**src/rtl/fork_join_ctrl.sv**
```systemverilog
// Fork/join scheduler for a bank of parallel job engines: launches a masked group,
// then resolves it as JOIN_ALL, JOIN_ANY (optionally aborting the rest) or JOIN_NONE.
module fork_join_ctrl #(
    parameter  int unsigned N_JOBS = 4,
    parameter  int unsigned TMO_W  = 16,
    localparam int unsigned ID_W   = $clog2(N_JOBS)
) (
    input  logic              clk,
    input  logic              rst,
    input  logic              start,
    input  logic [1:0]        mode,
    input  logic              kill_rest,
    input  logic [N_JOBS-1:0] job_mask,
    input  logic [TMO_W-1:0]  tmo_limit,
    output logic [N_JOBS-1:0] job_go,
    input  logic [N_JOBS-1:0] job_done,
    output logic [N_JOBS-1:0] job_kill,
    output logic [N_JOBS-1:0] active,
    output logic              busy,
    output logic              join_done,
    output logic [N_JOBS-1:0] done_mask,
    output logic [ID_W-1:0]   first_id,
    output logic              timed_out,
    output logic              start_err
);

    typedef enum logic [2:0] {
        S_IDLE   = 3'd0,
        S_LAUNCH = 3'd1,
        S_WAIT   = 3'd2,
        S_KILL   = 3'd3,
        S_FINISH = 3'd4
    } state_e;

    typedef enum logic [1:0] {
        M_ALL  = 2'd0,
        M_ANY  = 2'd1,
        M_NONE = 2'd2
    } mode_e;

    state_e             state_q, state_d;
    mode_e              mode_q, mode_d;
    logic               kill_rest_q, kill_rest_d;
    logic [N_JOBS-1:0]  grp_q, grp_d;
    logic [TMO_W-1:0]   tmo_q, tmo_d;
    logic [TMO_W-1:0]   timer_q, timer_d;
    logic [N_JOBS-1:0]  job_go_q, job_go_d;
    logic [N_JOBS-1:0]  active_q, active_d;
    logic               busy_q, busy_d;
    logic               join_done_q, join_done_d;
    logic [N_JOBS-1:0]  done_mask_q, done_mask_d;
    logic [ID_W-1:0]    first_id_q, first_id_d;
    logic               timed_out_q, timed_out_d;
    logic               start_err_q, start_err_d;

    logic [N_JOBS-1:0]  eff_done_c;
    logic [N_JOBS-1:0]  grp_done_c;
    logic [N_JOBS-1:0]  kill_c;
    logic [ID_W-1:0]    first_c;
    logic               tmo_hit_c;

    // Dones only count for jobs that are actually running.
    assign eff_done_c = job_done & active_q;
    assign grp_done_c = eff_done_c & grp_q;
    assign tmo_hit_c  = (tmo_q != '0) && (timer_q == tmo_q - TMO_W'(1));

    // The abort must spare a job that completes in the very same cycle, so it follows job_done.
    assign kill_c = (state_q == S_KILL) ? (active_q & grp_q & ~job_done) : '0;

    always_comb begin
        first_c = '0;
        for (int i = int'(N_JOBS) - 1; i >= 0; i--) begin
            if (grp_done_c[i]) first_c = ID_W'(i);
        end
    end

    always_comb begin
        state_d     = state_q;
        mode_d      = mode_q;
        kill_rest_d = kill_rest_q;
        grp_d       = grp_q;
        tmo_d       = tmo_q;
        timer_d     = timer_q;
        job_go_d    = '0;
        active_d    = active_q & ~eff_done_c;
        done_mask_d = done_mask_q | grp_done_c;
        first_id_d  = first_id_q;
        timed_out_d = timed_out_q;
        join_done_d = 1'b0;
        start_err_d = 1'b0;

        case (state_q)
            S_IDLE: begin
                if (start) begin
                    if ((job_mask != '0) && ((job_mask & active_q) == '0)) begin
                        case (mode)
                            2'b01:   mode_d = M_ANY;
                            2'b10:   mode_d = M_NONE;
                            default: mode_d = M_ALL;
                        endcase
                        kill_rest_d = kill_rest;
                        grp_d       = job_mask;
                        tmo_d       = tmo_limit;
                        timer_d     = '0;
                        done_mask_d = '0;
                        timed_out_d = 1'b0;
                        first_id_d  = '0;
                        job_go_d    = job_mask;
                        active_d    = active_d | job_mask;
                        state_d     = S_LAUNCH;
                    end else begin
                        start_err_d = 1'b1;
                    end
                end
            end
            S_LAUNCH: begin
                if (mode_q == M_NONE) begin
                    state_d     = S_FINISH;
                    join_done_d = 1'b1;
                end else begin
                    state_d = S_WAIT;
                end
            end
            S_WAIT: begin
                if (timer_q != '1) timer_d = timer_q + TMO_W'(1);
                // A completion resolving the join outranks a simultaneous timeout.
                if ((mode_q == M_ALL) && ((active_d & grp_q) == '0)) begin
                    state_d     = S_FINISH;
                    join_done_d = 1'b1;
                end else if ((mode_q == M_ANY) && (grp_done_c != '0)) begin
                    first_id_d = first_c;
                    if (kill_rest_q) begin
                        state_d = S_KILL;
                    end else begin
                        state_d     = S_FINISH;
                        join_done_d = 1'b1;
                    end
                end else if (tmo_hit_c) begin
                    timed_out_d = 1'b1;
                    state_d     = S_KILL;
                end
            end
            S_KILL: begin
                active_d    = active_d & ~kill_c;
                state_d     = S_FINISH;
                join_done_d = 1'b1;
            end
            S_FINISH: begin
                state_d = S_IDLE;
            end
            default: begin
                state_d = S_IDLE;
            end
        endcase

        busy_d = (state_d != S_IDLE);
    end

    always_ff @(posedge clk) begin
        if (rst) begin
            state_q     <= S_IDLE;
            mode_q      <= M_ALL;
            kill_rest_q <= 1'b0;
            grp_q       <= '0;
            tmo_q       <= '0;
            timer_q     <= '0;
            job_go_q    <= '0;
            active_q    <= '0;
            busy_q      <= 1'b0;
            join_done_q <= 1'b0;
            done_mask_q <= '0;
            first_id_q  <= '0;
            timed_out_q <= 1'b0;
            start_err_q <= 1'b0;
        end else begin
            state_q     <= state_d;
            mode_q      <= mode_d;
            kill_rest_q <= kill_rest_d;
            grp_q       <= grp_d;
            tmo_q       <= tmo_d;
            timer_q     <= timer_d;
            job_go_q    <= job_go_d;
            active_q    <= active_d;
            busy_q      <= busy_d;
            join_done_q <= join_done_d;
            done_mask_q <= done_mask_d;
            first_id_q  <= first_id_d;
            timed_out_q <= timed_out_d;
            start_err_q <= start_err_d;
        end
    end

    assign job_go    = job_go_q;
    assign job_kill  = kill_c;
    assign active    = active_q;
    assign busy      = busy_q;
    assign join_done = join_done_q;
    assign done_mask = done_mask_q;
    assign first_id  = first_id_q;
    assign timed_out = timed_out_q;
    assign start_err = start_err_q;

endmodule

```
**config.mk**
```make
export PLATFORM = sky130hd
export DESIGN_NAME = fork_join_ctrl
export DESIGN_NICKNAME = d
export VERILOG_FILES = /design/src/rtl/fork_join_ctrl.sv
export SDC_FILE = /design/constraint.sdc
export NUM_CORES = 1
export LEC_CHECK = 0
export CORE_ASPECT_RATIO = 1.1
export CORE_MARGIN = 1
export CORE_UTILIZATION = 57
export CTS_CLUSTER_SIZE = 10
export DETAILED_ROUTE_END_ITERATION = 10
export PLACE_DENSITY = 0.89
export SYNTH_ARGS = -nofsm -noshare
export SYNTH_HDL_FRONTEND = slang
export SYNTH_SLANG_ARGS = --single-unit
```
**constraint.sdc**
```tcl
create_clock -name clk -period 3.46 [get_ports clk]
set_input_delay 0.692 -clock clk [delete_from_list [all_inputs] [get_ports clk]]
set_output_delay 0.692 -clock clk [all_outputs]
set_load 0.005 [all_outputs]
```
==> results of run 1 <==
## final cells by class
class / instances / share of cell area
tap: 72 / 0.02332
inverter: 10 / 0.009715
timing repair buffer: 54 / 0.1380
sequential: 60 / 0.3109
clock inverter: 3 / 0.01101
clock buffer: 13 / 0.04631
multi-input combinational: 291 / 0.4608
## worst max-delay path: cells and delay by family
kind / cells / cell delay (ns)
buf+inv: 2 / 0.97
simple gates: 2 / 0.35
## registers in the layout (all words and copies together), names as in the netlist
register and flops:
mode_q 2, done_mask 4, grp_q 4, active 4
first_id 2, busy 1, kill_rest_q 1, tmo_q 16
join_done 1, timer_q 16, state_q 3, job_go 4
start_err 1, timed_out 1
## metal layers
metal | up-vias | part of all wire | global-route usage
met3 | 16 | 0.054 | 0.05934
met2 | 84 | 0.51 | 0.4794
met5 | - | 0 | 0
met4 | 0 | 0.024 | 0.1647
met1 | 1391 | 0.42 | 0.3159
li1 | 1436 | - | -
## path summary, 6_finish.rpt
path                            startpoint                       end  cells past startpoint
setup / recovery               job_done[0]               job_kill[0]                      4
hold / removal    kill_rest_q$_SDFFE_PP0P_  kill_rest_q$_SDFFE_PP0P_                      2
setup reg to reg     tmo_q[0]$_SDFFE_PP0P_     state_q[0]$_SDFF_PP0_                      8
hold reg to reg   kill_rest_q$_SDFFE_PP0P_  kill_rest_q$_SDFFE_PP0P_                      2
## cells by family after synthesis
family	Yosys count	share of synthesized area
multiplexers	2	0.006426
AO/OA/AOI/OAI	64	0.1301
XOR/XNOR	35	0.09839
adder cells (fa/ha/maj)	2	0.008031
AND/OR/NAND/NOR	188	0.3285
flip-flops	60	0.3855
buffers and inverters	29	0.04297
## power by group
group,switching (uW),internal [uW],total [uW]
Combinational,189,172,361
Clock,274,410,684
Sequential,48.6,725,773
## per-stage QoR
step                      setup WS, ns  instances  instance area [sq um]    util  power, uW
after floorplan                  1.212        380                   3115       -       1041
after global placement          0.5860        487                   3642  0.7093       1134
after detailed placement        0.5368        487                   3642  0.7093       1143
after CTS                       0.7574        503                   3864  0.7524       1822
after global routing            0.6673        503                   3864  0.7524       1902
final                           0.7437        503                   3864  0.7524       1818
## layout by cell type (no fill, tap or decap), drive strengths merged, types with 9 or more instances in the layout
cell / instances
nand4: 13
clkdlybuf4s50: 51
inv: 10
dfxtp: 60
nor4: 9
a21oi: 34
xor2: 19
and3: 11
nor3: 16
nor2: 43
xnor2: 16
nand3: 11
nand2: 50
clkbuf: 13
==> impl_results.md, run 1 <==
* Run status: complete, no violations
* Count of distinct cell types in the synthesized netlist at 51
* Total Neg Setup Slack at 0 ns
* Flop and latch count out of synthesis at 60
* Top flip-flop cell by instance count after synthesis: dfxtp_1
* Cts bufs inserted at 9
* Wire length of the first global-routing pass at 12330 um
* Static leakage at 0.001420 uW
* Largest fanout of any net on the critical path at 4
* Largest stage delay on the critical path at 0.52 ns
* Clock transition at path regs at 0.06 ns
* Top cells by area, synth: dfxtp_1, nand2_1, a21oi_1
* Library cell with the highest instance count after synthesis: dfxtp_1
* CTS tree: yes
* Sequential element share of the synthesized area at 0.3855
* Area added between synthesis and finish at 24.02%
* Signal arrival time at the worst endpoint at 2.02 ns
* Detailed placer's ending HPWL at 5310 um
* Count of buffers from port buffering at 51
* Final setup violation count at 0
* Footprint of the multi-input gates at 0.001780 sq mm
* Initial Util at 0.6067
* Antenna Nets Post-Route at 0
* Cell at the root of the clock tree: clkbuf_8
* Floorplan Core Area at 0.005135 sq mm
* Least-Margin Pin Slew at 0.5751 ns
* WS Path Type: primary input to primary output
* Post-CTS setup buffers at 0
* Total number of nets in the final design at 458
* Max IR drop VDD at 0.0002902 V
* Vias in the first global route at 2755
* Number of design-rule violations left by the first detailed-router iteration at 201
* Storage cell area at 0.001201 sq mm
* Final worst path period need at 2.716 ns
* Max Cap Violations at 0
* Ys async rst share at 0
* Worst-case hold slack at 0.4621 ns
* Cell occurring most often along the worst timing path: clkdlybuf4s50_1
* Cell with the biggest individual delay on the critical path: clkdlybuf4s50_1
* GRT Residual Overflow at 0
* Fin crit share at 0.7851
* RD Place Congestion at 0.8694
* Fmax at 0.3681 GHz
* Number of detailed-route iterations in the first pass at 4
* Critical Path End Type: primary output
* Antenna diode instance count at 0
* Total of warnings raised by yosys at 0
* Post-cts gate resize count at 0
* Number of inserted filler cells in the final layout at 395
* Area share of the leading cell type in the synthesized netlist at 0.3855
* Slew HR at 0.6136
* Kind of start point of the critical path: primary input
* Class of the tightest hold or removal check: flip-flop to flip-flop
* Hold_buf cts at 0
* CTS H-Tree Depth at 3
* Count of flip-flops with a built-in enable after synthesis at 0
* Worst path cell trace: clkdlybuf4s50_1 -> nand3b_1 -> nor2_1 -> clkdlybuf4s50_1
* Pin count of the biggest net entering global routing at 30
* Total clock sinks at 60
* Number of design rule violations left after detail routing at 0
* Worst reg-to-reg setup slack at 1.16 ns
* Die X at 72.49 um
* FP Rows at 27
* Antenna violations before repair at 0
* GRT Overall Usage at 0.2793
* Post-synthesis instance area at 0.003115 sq mm
* Routed WL per cell at 14.74 um
* I/O Pins at 52
* Endpoints failing hold at 0
* Count of mapped cells out of synthesis at 380
* Y dimension of the die at 79.54 um
* Synth top cells by count: dfxtp_1, nand2_1, nor2_1, a21oi_1, xor2_1
* Cell accounting for the most synthesized area: dfxtp_1
* Via-per-instance ratio at 5.819
* Power per Cell Area at 470.5 mW/mm^2
* Number of vias in the routed layout at 2927
* Proportion of layout cells with a drive suffix above 1 at 0.08121
* Routed WL at 7415 um
* Worst skew pair latency at 0.34 ns
* RSZ-0062 raised after global routing: no
* Maximum root-to-sink buffer count at 2
* Clock skew at 0.003474 ns
* Area of the die at 0.005766 sq mm
* Final Max Tran Viols at 0
* Synthesized net count at 412
* Worst path required time at 2.77 ns
* Mean instance size in the synthesized netlist at 8.199 sq um
Note: power is estimated with default switching activity, not from simulation.
==> run 2, diff against run 1 <==
--- a/config.mk
+++ b/config.mk
@@ -7,10 +7,10 @@
 export LEC_CHECK = 0
 export CORE_ASPECT_RATIO = 1.1
 export CORE_MARGIN = 1
-export CORE_UTILIZATION = 57
+export CORE_UTILIZATION = 53
 export CTS_CLUSTER_SIZE = 10
 export DETAILED_ROUTE_END_ITERATION = 10
-export PLACE_DENSITY = 0.89
+export PLACE_DENSITY = 0.84
 export SYNTH_ARGS = -nofsm -noshare
 export SYNTH_HDL_FRONTEND = slang
 export SYNTH_SLANG_ARGS = --single-unit
==> constraint.sdc (replaced) <==
create_clock -name clk -period 2.5 [get_ports clk]
set_input_delay 0.5 -clock clk [delete_from_list [all_inputs] [get_ports clk]]
set_output_delay 0.5 -clock clk [all_outputs]
set_load 0.005 [all_outputs]
==> run 2 against run 1 <==
- via count rose by 1.2%
- combinational power rose by 47%
- clock skew rose by 0.0060 ns
- setup slack got worse by 0.61 ns
- power rose by 35%
- critical path depth did not move
- utilization fell by 4.3 points
==> impl_results.md, run 2 (synthesis gave the netlist of run 1 again) <==
* Cts bufs inserted at 9 (unchanged)
* Final core utilization at 0.7095 (-0.04290)
* Antenna violations before repair at 0 (unchanged)
* Static leakage at 0.001462 uW (+2.9%)
* Vias in the first global route at 2767 (+0.44%)
* GRT Overall Usage at 0.2667 (-0.01262)
* Gr busiest metal: met2
* Worst Setup Slack, final at 0.1343 ns (-0.6093 ns)
* Antenna Nets Post-Route at 0 (unchanged)
* Met1 Track Usage GR at 0.2809 (-0.03502)
* Final Non-Filler Cells at 519 (+3.2%)
* Final worst path period need at 2.366 ns
* Proportion of layout cells with a drive suffix above 1 at 0.1036 (+0.02240)
* Die X at 75.10 um (+3.6%)
* GRT Residual Overflow at 0 (unchanged)
* Number of vias in the routed layout at 2963 (+1.2%)
* Clock skew at 0.009427 ns (+0.005954 ns)
* Storage cell area at 0.001201 sq mm (unchanged)
* Number of design-rule violations left by the first detailed-router iteration at 211 (+5.0%)
* CTS H-Tree Depth at 3 (unchanged)
* Power per Cell Area at 623.2 mW/mm^2 (+32%)
* Cell at the root of the clock tree: clkbuf_8
* Worst slack after detailed placement at -0.004787 ns (-0.5416 ns)
* Total number of nets in the final design at 471 (+2.8%)
* RD Place Congestion at 0.8622 (-0.83%)
* Largest fanout of any net on the critical path at 4 (unchanged)
* Max IR drop VDD at 0.0003435 V (+18%)
* Worst path cell trace: clkdlybuf4s50_1 -> nand3b_1 -> nor2_1 -> clkdlybuf4s50_1
* Count of buffers from port buffering at 51 (unchanged)
* Slew HR at 0.5494 (-0.06427)
* Antenna diode instance count at 0 (unchanged)
* Detailed placer's ending HPWL at 5653 um (+6.4%)
* Class of the tightest hold or removal check: flip-flop to flip-flop
* Area added between synthesis and finish at 26.06%
* Cell with the biggest individual delay on the critical path: clkdlybuf4s50_1
* Critical Path End Type: primary output
* Cell occurring most often along the worst timing path: clkdlybuf4s50_1
* Maximum root-to-sink buffer count at 2 (unchanged)
* Leading cell type in the layout, fill and taps excluded: dfxtp_1
* Number of detailed-route iterations in the first pass at 4 (unchanged)
* Total clock sinks at 60 (unchanged)
* Routed WL at 7632 um (+2.9%)
* Final setup violation count at 0 (unchanged)
* Pin count of the biggest net entering global routing at 30 (unchanged)
* Fmax at 0.4227 GHz
* Largest registers: timer_q: 16 flops, tmo_q: 16 flops
* Post-cts gate resize count at 0 (unchanged)
* Global routing met2 resource utilization at 0.4784 (-0.001061)
* Largest stage delay on the critical path at 0.53 ns (about the same)
* Fin crit share at 0.9463
* Routed WL per cell at 14.71 um (-0.25%)
* Total buffers and inverters traversed by the critical path at 2 (unchanged)
* Endpoints failing hold at 0 (unchanged)
* Clock transition at path regs at 0.07 ns (about the same)
* WS Path Type: primary input to primary output
* Wire length of the first global-routing pass at 12260 um (-0.56%)
* Signal arrival time at the worst endpoint at 1.87 ns (-0.15 ns)
* Post-Place Cells at 503 (+3.3%)
* Worst path required time at 2.00 ns (-0.77 ns)
* Via-per-instance ratio at 5.709 (-1.9%)
* Hold_buf cts at 0 (unchanged)
* Gate family responsible for the most delay along the worst path: buffers and inverters
* Run status: complete, no violations
* Max Cap Violations at 0 (unchanged)
* I/O Pins at 52 (unchanged)
* Initial Util at 0.5628 (-0.04389)
* Floorplan Core Area at 0.005535 sq mm (+7.8%)
* Footprint of the multi-input gates at 0.001780 sq mm (unchanged)
* Routing usage on met3 at 0.07646 (+0.01711)
* Area of the die at 0.006189 sq mm (+7.3%)
* Y dimension of the die at 82.41 um (+3.6%)
* Post-CTS setup buffers at 0 (unchanged)
* Worst skew pair latency at 0.35 ns (about the same)
* Worst-case hold slack at 0.4737 ns (+0.01152 ns)
* RSZ-0062 raised after global routing: no
* Number of inserted filler cells in the final layout at 472 (+19%)
* Overall power at 2448 uW (+35%)
* Kind of start point of the critical path: primary input
* Final Max Tran Viols at 0 (unchanged)
* Number of design rule violations left after detail routing at 0 (unchanged)
* Top library cells by usage in the layout, fill and taps aside: dfxtp_1, clkdlybuf4s50_1, nand2_1, nor2_1, a21oi_1
* CTS tree: yes
* Least-Margin Pin Slew at 0.6698 ns (+0.09465 ns)
* FP Rows at 28 (+3.7%)
-- run 2: cell count changes in the layout (fill, tap and decap cells not counted), sizes merged --
cell | previous run | this run
clkinv | 1 | 3
clkbuf | 13 | 11
buf | 3 | 16
-- run 2: metal layers --
metal | wire length (um) | vias up
met5 | 0 | -
met1 | 3031 | 1405
met4 | 155 | 0
met3 | 454 | 13
li1 | - | 1457
met2 | 3990 | 88
-- run 2: report_power, final --
group          switching (uW)  internal (uW)  leakage, uW
clock                     390            455    0.0000931
combinational             270            261     0.000881
sequential               67.5           1000     0.000488
-- run 2: worst register-to-register path: cells and delay by family (launching register included) --
kind / cells / cell delay (ns)
compound gates: 2 / 0.50
simple gates: 4 / 1.28
flops: 1 / 0.39
-- run 2: worst paths after layout --
| check | from | end | slack, ns | cells past startpoint |
|---|---|---|---|---|
| worst min register to register | kill_rest_q$_SDFFE_PP0P_ | kill_rest_q$_SDFFE_PP0P_ | 0.47 | 2 |
| worst min-delay path | kill_rest_q$_SDFFE_PP0P_ | kill_rest_q$_SDFFE_PP0P_ | 0.47 | 2 |
| worst max-delay path | job_done[2] | job_kill[2] | 0.13 | 4 |
| worst max register to register | tmo_q[0]$_SDFFE_PP0P_ | state_q[0]$_SDFF_PP0_ | 0.26 | 6 |
-- run 2: through the flow --
stage / TNS, ns / area, sq um
after floorplan: 0 / 3115
after global placement: 0 / 3744
after detailed placement: -0.004787 / 3744
after CTS: 0 / 3928
after global routing: 0 / 3928
final: 0 / 3928
-- run 2: layout make-up --
cell class | count | share of cell area
clock buffers | 11 | 0.03345
inverters | 10 | 0.009557
flip-flops and latches | 60 | 0.3058
well taps | 75 | 0.02389
multi-input cells | 291 | 0.4533
repair buffers | 67 | 0.1606
clock inverters | 5 | 0.01338
==> run 3, diff against run 2 <==
--- a/config.mk
+++ b/config.mk
@@ -10,6 +10,7 @@
 export CORE_UTILIZATION = 53
 export CTS_CLUSTER_SIZE = 10
 export DETAILED_ROUTE_END_ITERATION = 10
+export GPL_ROUTABILITY_DRIVEN = 0
 export PLACE_DENSITY = 0.84
 export SYNTH_ARGS = -nofsm -noshare
 export SYNTH_HDL_FRONTEND = slang
==> results of run 3 <==
Same layout as run 2: the final DEF is identical, and so are final timing and power.
